$ cat src/rtl/calc_op_sequencer.sv
// -----------------------------------------------------------------------------
// calc_op_sequencer
//
// Control and sequencing block for the calculator datapath. It takes one
// operation request at a time (opcode plus two WIDTH-bit operands), runs it
// through the bitwise units, the adder/subtractor or an iterative shift-add
// multiplier, and returns a registered result with flags.
//
// Handshakes (both sides): a transfer happens on a rising clk edge where
// valid && ready are both high. The producer holds valid and its payload
// until that edge; ready may be computed combinationally. Here in_ready
// depends only on state and rst_n, never on in_valid, and out_valid depends
// only on state, never on out_ready.
//
// Ports:
//   clk        system clock, all state changes on the rising edge
//   rst_n      synchronous active-low reset
//   in_valid   request present
//   in_ready   block can accept a request (IDLE and not in reset)
//   opcode     000 AND, 001 OR, 010 XOR, 011 ADD, 100 SUB, 101 MUL,
//              110 NOT a, 111 illegal
//   a, b       operands
//   out_valid  result valid (DONE state)
//   out_ready  consumer accepts result
//   result     2*WIDTH-bit result, held after the output handshake
//   carry      ADD carry-out / SUB borrow
//   zero       result == 0 over all 2*WIDTH bits
//   err        the last accepted opcode was illegal
// -----------------------------------------------------------------------------
module calc_op_sequencer #(
  parameter int WIDTH = 8
) (
  input  logic               clk,
  input  logic               rst_n,
  input  logic               in_valid,
  output logic               in_ready,
  input  logic [2:0]         opcode,
  input  logic [WIDTH-1:0]   a,
  input  logic [WIDTH-1:0]   b,
  output logic               out_valid,
  input  logic               out_ready,
  output logic [2*WIDTH-1:0] result,
  output logic               carry,
  output logic               zero,
  output logic               err
);

  localparam int CW = (WIDTH > 1) ? $clog2(WIDTH) : 1;

  localparam logic [2:0] OP_AND = 3'b000;
  localparam logic [2:0] OP_OR  = 3'b001;
  localparam logic [2:0] OP_XOR = 3'b010;
  localparam logic [2:0] OP_ADD = 3'b011;
  localparam logic [2:0] OP_SUB = 3'b100;
  localparam logic [2:0] OP_MUL = 3'b101;
  localparam logic [2:0] OP_NOT = 3'b110;
  localparam logic [2:0] OP_ILL = 3'b111;

  typedef enum logic [1:0] {
    ST_IDLE = 2'd0,
    ST_MUL  = 2'd1,
    ST_DONE = 2'd2
  } state_t;

  state_t state;
  state_t state_nxt;

  logic [WIDTH-1:0]   a_reg;
  logic [WIDTH-1:0]   b_reg;
  logic [2*WIDTH-1:0] acc;
  logic [2*WIDTH-1:0] acc_nxt;
  logic [2*WIDTH-1:0] partial;
  logic [CW-1:0]      cnt;
  logic               accept;
  logic               mul_last;

  logic [2*WIDTH-1:0] alu_res;
  logic               alu_carry;
  logic               alu_err;
  logic [WIDTH:0]     sum_ext;
  logic [WIDTH:0]     diff_ext;

  assign accept   = in_valid && in_ready;
  assign mul_last = (cnt == CW'(WIDTH - 1));

  // One shift-add step: add a_reg shifted to the current bit position when
  // that bit of b_reg is set.
  assign partial = {{WIDTH{1'b0}}, a_reg} << cnt;
  assign acc_nxt = b_reg[cnt] ? (acc + partial) : acc;

  // Single-cycle operations, evaluated on the live inputs so the result can
  // be registered on the accepting edge.
  always_comb begin
    sum_ext   = {1'b0, a} + {1'b0, b};
    // Extending by one zero bit makes bit WIDTH of the difference the borrow.
    diff_ext  = {1'b0, a} - {1'b0, b};
    alu_res   = '0;
    alu_carry = 1'b0;
    alu_err   = 1'b0;
    case (opcode)
      OP_AND: alu_res[WIDTH-1:0] = a & b;
      OP_OR:  alu_res[WIDTH-1:0] = a | b;
      OP_XOR: alu_res[WIDTH-1:0] = a ^ b;
      OP_ADD: begin
        alu_res[WIDTH-1:0] = sum_ext[WIDTH-1:0];
        alu_carry          = sum_ext[WIDTH];
      end
      OP_SUB: begin
        alu_res[WIDTH-1:0] = diff_ext[WIDTH-1:0];
        alu_carry          = diff_ext[WIDTH];
      end
      OP_NOT: alu_res[WIDTH-1:0] = ~a;
      OP_ILL: alu_err = 1'b1;
      default: alu_res = '0;  // OP_MUL: result comes from the iterations
    endcase
  end

  // State register.
  always_ff @(posedge clk) begin
    if (!rst_n) begin
      state <= ST_IDLE;
    end else begin
      state <= state_nxt;
    end
  end

  // Next-state logic.
  always_comb begin
    state_nxt = state;
    case (state)
      ST_IDLE: begin
        if (accept) begin
          state_nxt = (opcode == OP_MUL) ? ST_MUL : ST_DONE;
        end
      end
      ST_MUL: begin
        if (mul_last) begin
          state_nxt = ST_DONE;
        end
      end
      ST_DONE: begin
        if (out_ready) begin
          state_nxt = ST_IDLE;
        end
      end
      default: state_nxt = ST_IDLE;
    endcase
  end

  // Handshake outputs.
  always_comb begin
    in_ready  = (state == ST_IDLE) && rst_n;
    out_valid = (state == ST_DONE);
  end

  // Datapath registers. A reset during MUL simply drops the partial product.
  always_ff @(posedge clk) begin
    if (!rst_n) begin
      a_reg  <= '0;
      b_reg  <= '0;
      acc    <= '0;
      cnt    <= '0;
      result <= '0;
      carry  <= 1'b0;
      zero   <= 1'b0;
      err    <= 1'b0;
    end else if (accept) begin
      a_reg <= a;
      b_reg <= b;
      carry <= alu_carry;
      err   <= alu_err;
      if (opcode == OP_MUL) begin
        acc <= '0;
        cnt <= '0;
      end else begin
        result <= alu_res;
        zero   <= (alu_res == '0);
      end
    end else if (state == ST_MUL) begin
      acc <= acc_nxt;
      cnt <= cnt + 1'b1;
      if (mul_last) begin
        result <= acc_nxt;
        zero   <= (acc_nxt == '0);
      end
    end
  end

endmodule

$ cat config.mk
export PLATFORM = sky130hd
export DESIGN_NAME = calc_op_sequencer
export DESIGN_NICKNAME = d
export VERILOG_FILES = /design/src/rtl/calc_op_sequencer.sv
export SDC_FILE = /design/constraint.sdc
export NUM_CORES = 1
export LEC_CHECK = 0
export CORE_AREA = 5 5 111 155
export DETAILED_ROUTE_END_ITERATION = 7
export DIE_AREA = 0 0 116 160
export PLACE_DENSITY_LB_ADDON = 0.2
export SYNTH_ARGS = -nofsm -noshare
export SYNTH_HDL_FRONTEND = slang
export SYNTH_SLANG_ARGS = --single-unit
$ cat constraint.sdc
create_clock -name clk -period 3.7 [get_ports clk]
set_clock_uncertainty 0.2 [all_clocks]
set_input_delay 0.74 -clock clk [delete_from_list [all_inputs] [get_ports clk]]
set_output_delay 0.74 -clock clk [all_outputs]
set_load 0.03 [all_outputs]
==> results.json <==
{
  "top_usage_layer": "met2",
  "yosys_warnings": 0,
  "worstMarginPinSlew_ps": 491,
  "ys_seq_elements": 56,
  "cap_violations": 0,
  "period_share": 0.981,
  "layout-drive-gt1-share": 0.259,
  "finalNonFillerCells": 907,
  "drcViolationCount": 0,
  "setup_viol": 0,
  "vias": 4739,
  "grt_pass1_vias": 4612,
  "path_max_fanout": 5,
  "crit_chain": "buf_6 -> mux2i_4 -> mux2_4 -> o22ai_4 -> ha_4 -> nand3_2 -> o211ai_1 -> o31ai_1 -> o21ai_2 -> or4b_4 -> or4_4 -> nor4b_4 -> a41o_1",
  "use_met1": 0.196,
  "drtIter0Drc": 235,
  "fp-row-count": 54,
  "max_freq_ghz": 0.276,
  "grt_pass1_wl_um": 24100,
  "cellPowerDensity_nw_per_um2": 246,
  "cts_sinks": 56,
  "clk_path_buf_depth": 2,
  "crit_buf_inv": 1,
  "viasPerCell": 5.22,
  "critPathKind": "reg2reg",
  "use_met3": 0.0144,
  "cp_slowest_cell": "or4b_4",
  "async_reset_ff_frac": 0,
  "antenna_found_initial": 0,
  "synth_cell_type_count": 62,
  "routed_wl_um": 15100,
  "insertion_delay_ps": 300,
  "status": "finished, final reports clean",
  "hold_viol": 0,
  "fp.dieArea_um2": 18600,
  "die_w_um": 116,
  "yosysSeqAreaShare": 0.243,
  "leakagePower_uw": 0.00264,
  "core-area_um2": 15500,
  "avgSynthCellArea_um2": 7.90,
  "reg_top3": "acc x16, result x16",
  "use_met2": 0.297,
  "place_area_um2": 5950,
  "slew_headroom": 0.673,
  "io_buffer_count": 43,
  "hpwl_um": 12000,
  "clk_root_buffer_cell": "clkbuf_16",
  "clk_pin_slew_ps": 80,
  "endpoint_kind": "flop",
  "ir_worst_vdd_mv": 0.171,
  "worstPathArrival_ps": 3670,
  "cp_top_family": "simple AND/OR/NAND/NOR gates",
  "fin_crit_ps": 3630,
  "netlist_instances": 585,
  "wl_per_cell_um": 16.6,
  "critPathLaunchType": "flop",
  "final_area_um2": 6460,
  "synthFlopType": "dfxtp_1",
  "n_fill_cell": 1583,
  "setup_tns_ps": 0,
  "antenna_cells": 0,
  "drtPass1Iterations": 4,
  "globalRouteOverflowTotal": 0,
  "track_usage": 0.162,
  "slew_violations": 0,
  "regArea_um2": 1130,
  "multi_input_area_um2": 3560,
  "cts_tree": "done",
  "final_cell_mix": "buf_4, nand2_1, dfxtp_1",
  "numCtsBuffers": 5,
  "final_common_cell": "buf_4",
  "grt_max_degree": 58,
  "synth_fp_nets": 652,
  "required_ps": 3740,
  "total_power_uw": 1590,
  "start_util": 0.297,
  "ios": 44,
  "area_growth_pct": 39.8,
  "max_stage_delay_ps": 530,
  "layout.nets": 777,
  "hold_path.class": "reg2reg",
  "die_y_um": 160,
  "htreeDepth": 2,
  "drtAntennaViolNets": 0,
  "gp_congestion": 0.932,
  "syn_area_um2": 4620,
  "dpl.cell_count": 893,
  "synth_edf_count": 0
}
routing by layer:
| layer | routed length [um] | part of all wire |
|---|---|---|
| met5 | 0 | 0 |
| met2 | 8070 | 0.53 |
| met3 | 341 | 0.023 |
| met4 | 344 | 0.023 |
| met1 | 6340 | 0.42 |
final timing paths:
path                   from         to  slack, ps  cells after the start
setup / recovery     cnt[1]       zero         70                     13
hold / removal    result[0]  result[0]        270                      2
setup reg to reg     cnt[1]       zero         70                     13
hold reg to reg   result[0]  result[0]        270                      2
metrics by stage:
| step | util | hold slack [ps] | setup slack, ps |
|---|---|---|---|
| floorplan | - | 238 | 23.3 |
| global placement | 0.383 | 256 | -410 |
| detailed placement | 0.383 | 263 | -430 |
| CTS | 0.401 | 276 | 1.04 |
| global route | 0.416 | 299 | -34.5 |
| finish | 0.416 | 267 | 72.1 |
tightest hold or removal path, cell delays in order, from the launching register on:
cell	delay, ps
dfxtp_1	310
nand2_1	50
a21boi_0	60
final cells by class:
class,count,area share
inverter,29,0.0168
tap,196,0.0379
timing repair buffer,154,0.197
clock inverter,3,0.00329
multi-input combinational,464,0.551
clock buffer,5,0.0194
sequential,56,0.175
cells in the mapped netlist (3+ instances only):
cell | count | share of area
and2_1 | 19 | 0.026
a31oi_1 | 6 | 0.0081
o211ai_1 | 8 | 0.013
mux2i_1 | 17 | 0.037
nor2_1 | 29 | 0.024
nand2b_1 | 5 | 0.0068
inv_1 | 29 | 0.024
clkbuf_1 | 30 | 0.024
nand3_1 | 23 | 0.025
o22a_1 | 3 | 0.0057
and3_1 | 5 | 0.0068
buf_1 | 4 | 0.0032
o221ai_1 | 4 | 0.0076
a221oi_1 | 3 | 0.0057
a211oi_1 | 5 | 0.0081
ha_1 | 41 | 0.11
o22ai_1 | 8 | 0.011
a2111oi_0 | 3 | 0.0057
fa_1 | 3 | 0.013
nand2_1 | 54 | 0.044
nor3_1 | 10 | 0.011
o21ai_0 | 58 | 0.063
dfxtp_1 | 56 | 0.24
mux4_2 | 4 | 0.019
xor2_1 | 6 | 0.011
nor3b_1 | 8 | 0.013
a21boi_0 | 9 | 0.015
xnor2_1 | 5 | 0.0095
a21o_1 | 7 | 0.011
a21oi_1 | 24 | 0.026
o21a_1 | 4 | 0.0065
nor2b_1 | 24 | 0.032
o21bai_1 | 4 | 0.0065
mux2_2 | 7 | 0.017
or3_1 | 5 | 0.0068
a22oi_1 | 19 | 0.031
what timing repair did:
| action | CTS | global route |
|---|---|---|
| hold buffers | 0 | 0 |
| setup endpoints to repair | 3 | 10 |
| gates resized for setup | 31 | 43 |
| buffers inserted | 2 | 5 |
| pin swaps | 9 | 17 |
power by group:
part | leakage (uW) | switching, uW | internal, uW
clock | 0.0000702 | 224 | 253
sequential | 0.000457 | 18.8 | 623
combinational | 0.00211 | 246 | 225
cells by family (layout without fill, tap and decap cells):
logic type,Yosys count,in the layout,share of synthesized area
flops,56,56,0.243
mux,29,29,0.0766
xor+xnor,11,11,0.0208
buf+inv,65,191,0.0547
compound gates,185,185,0.263
fa+ha+maj,44,44,0.124
simple gates,195,195,0.219
Note: power is estimated with default switching activity, not from simulation.
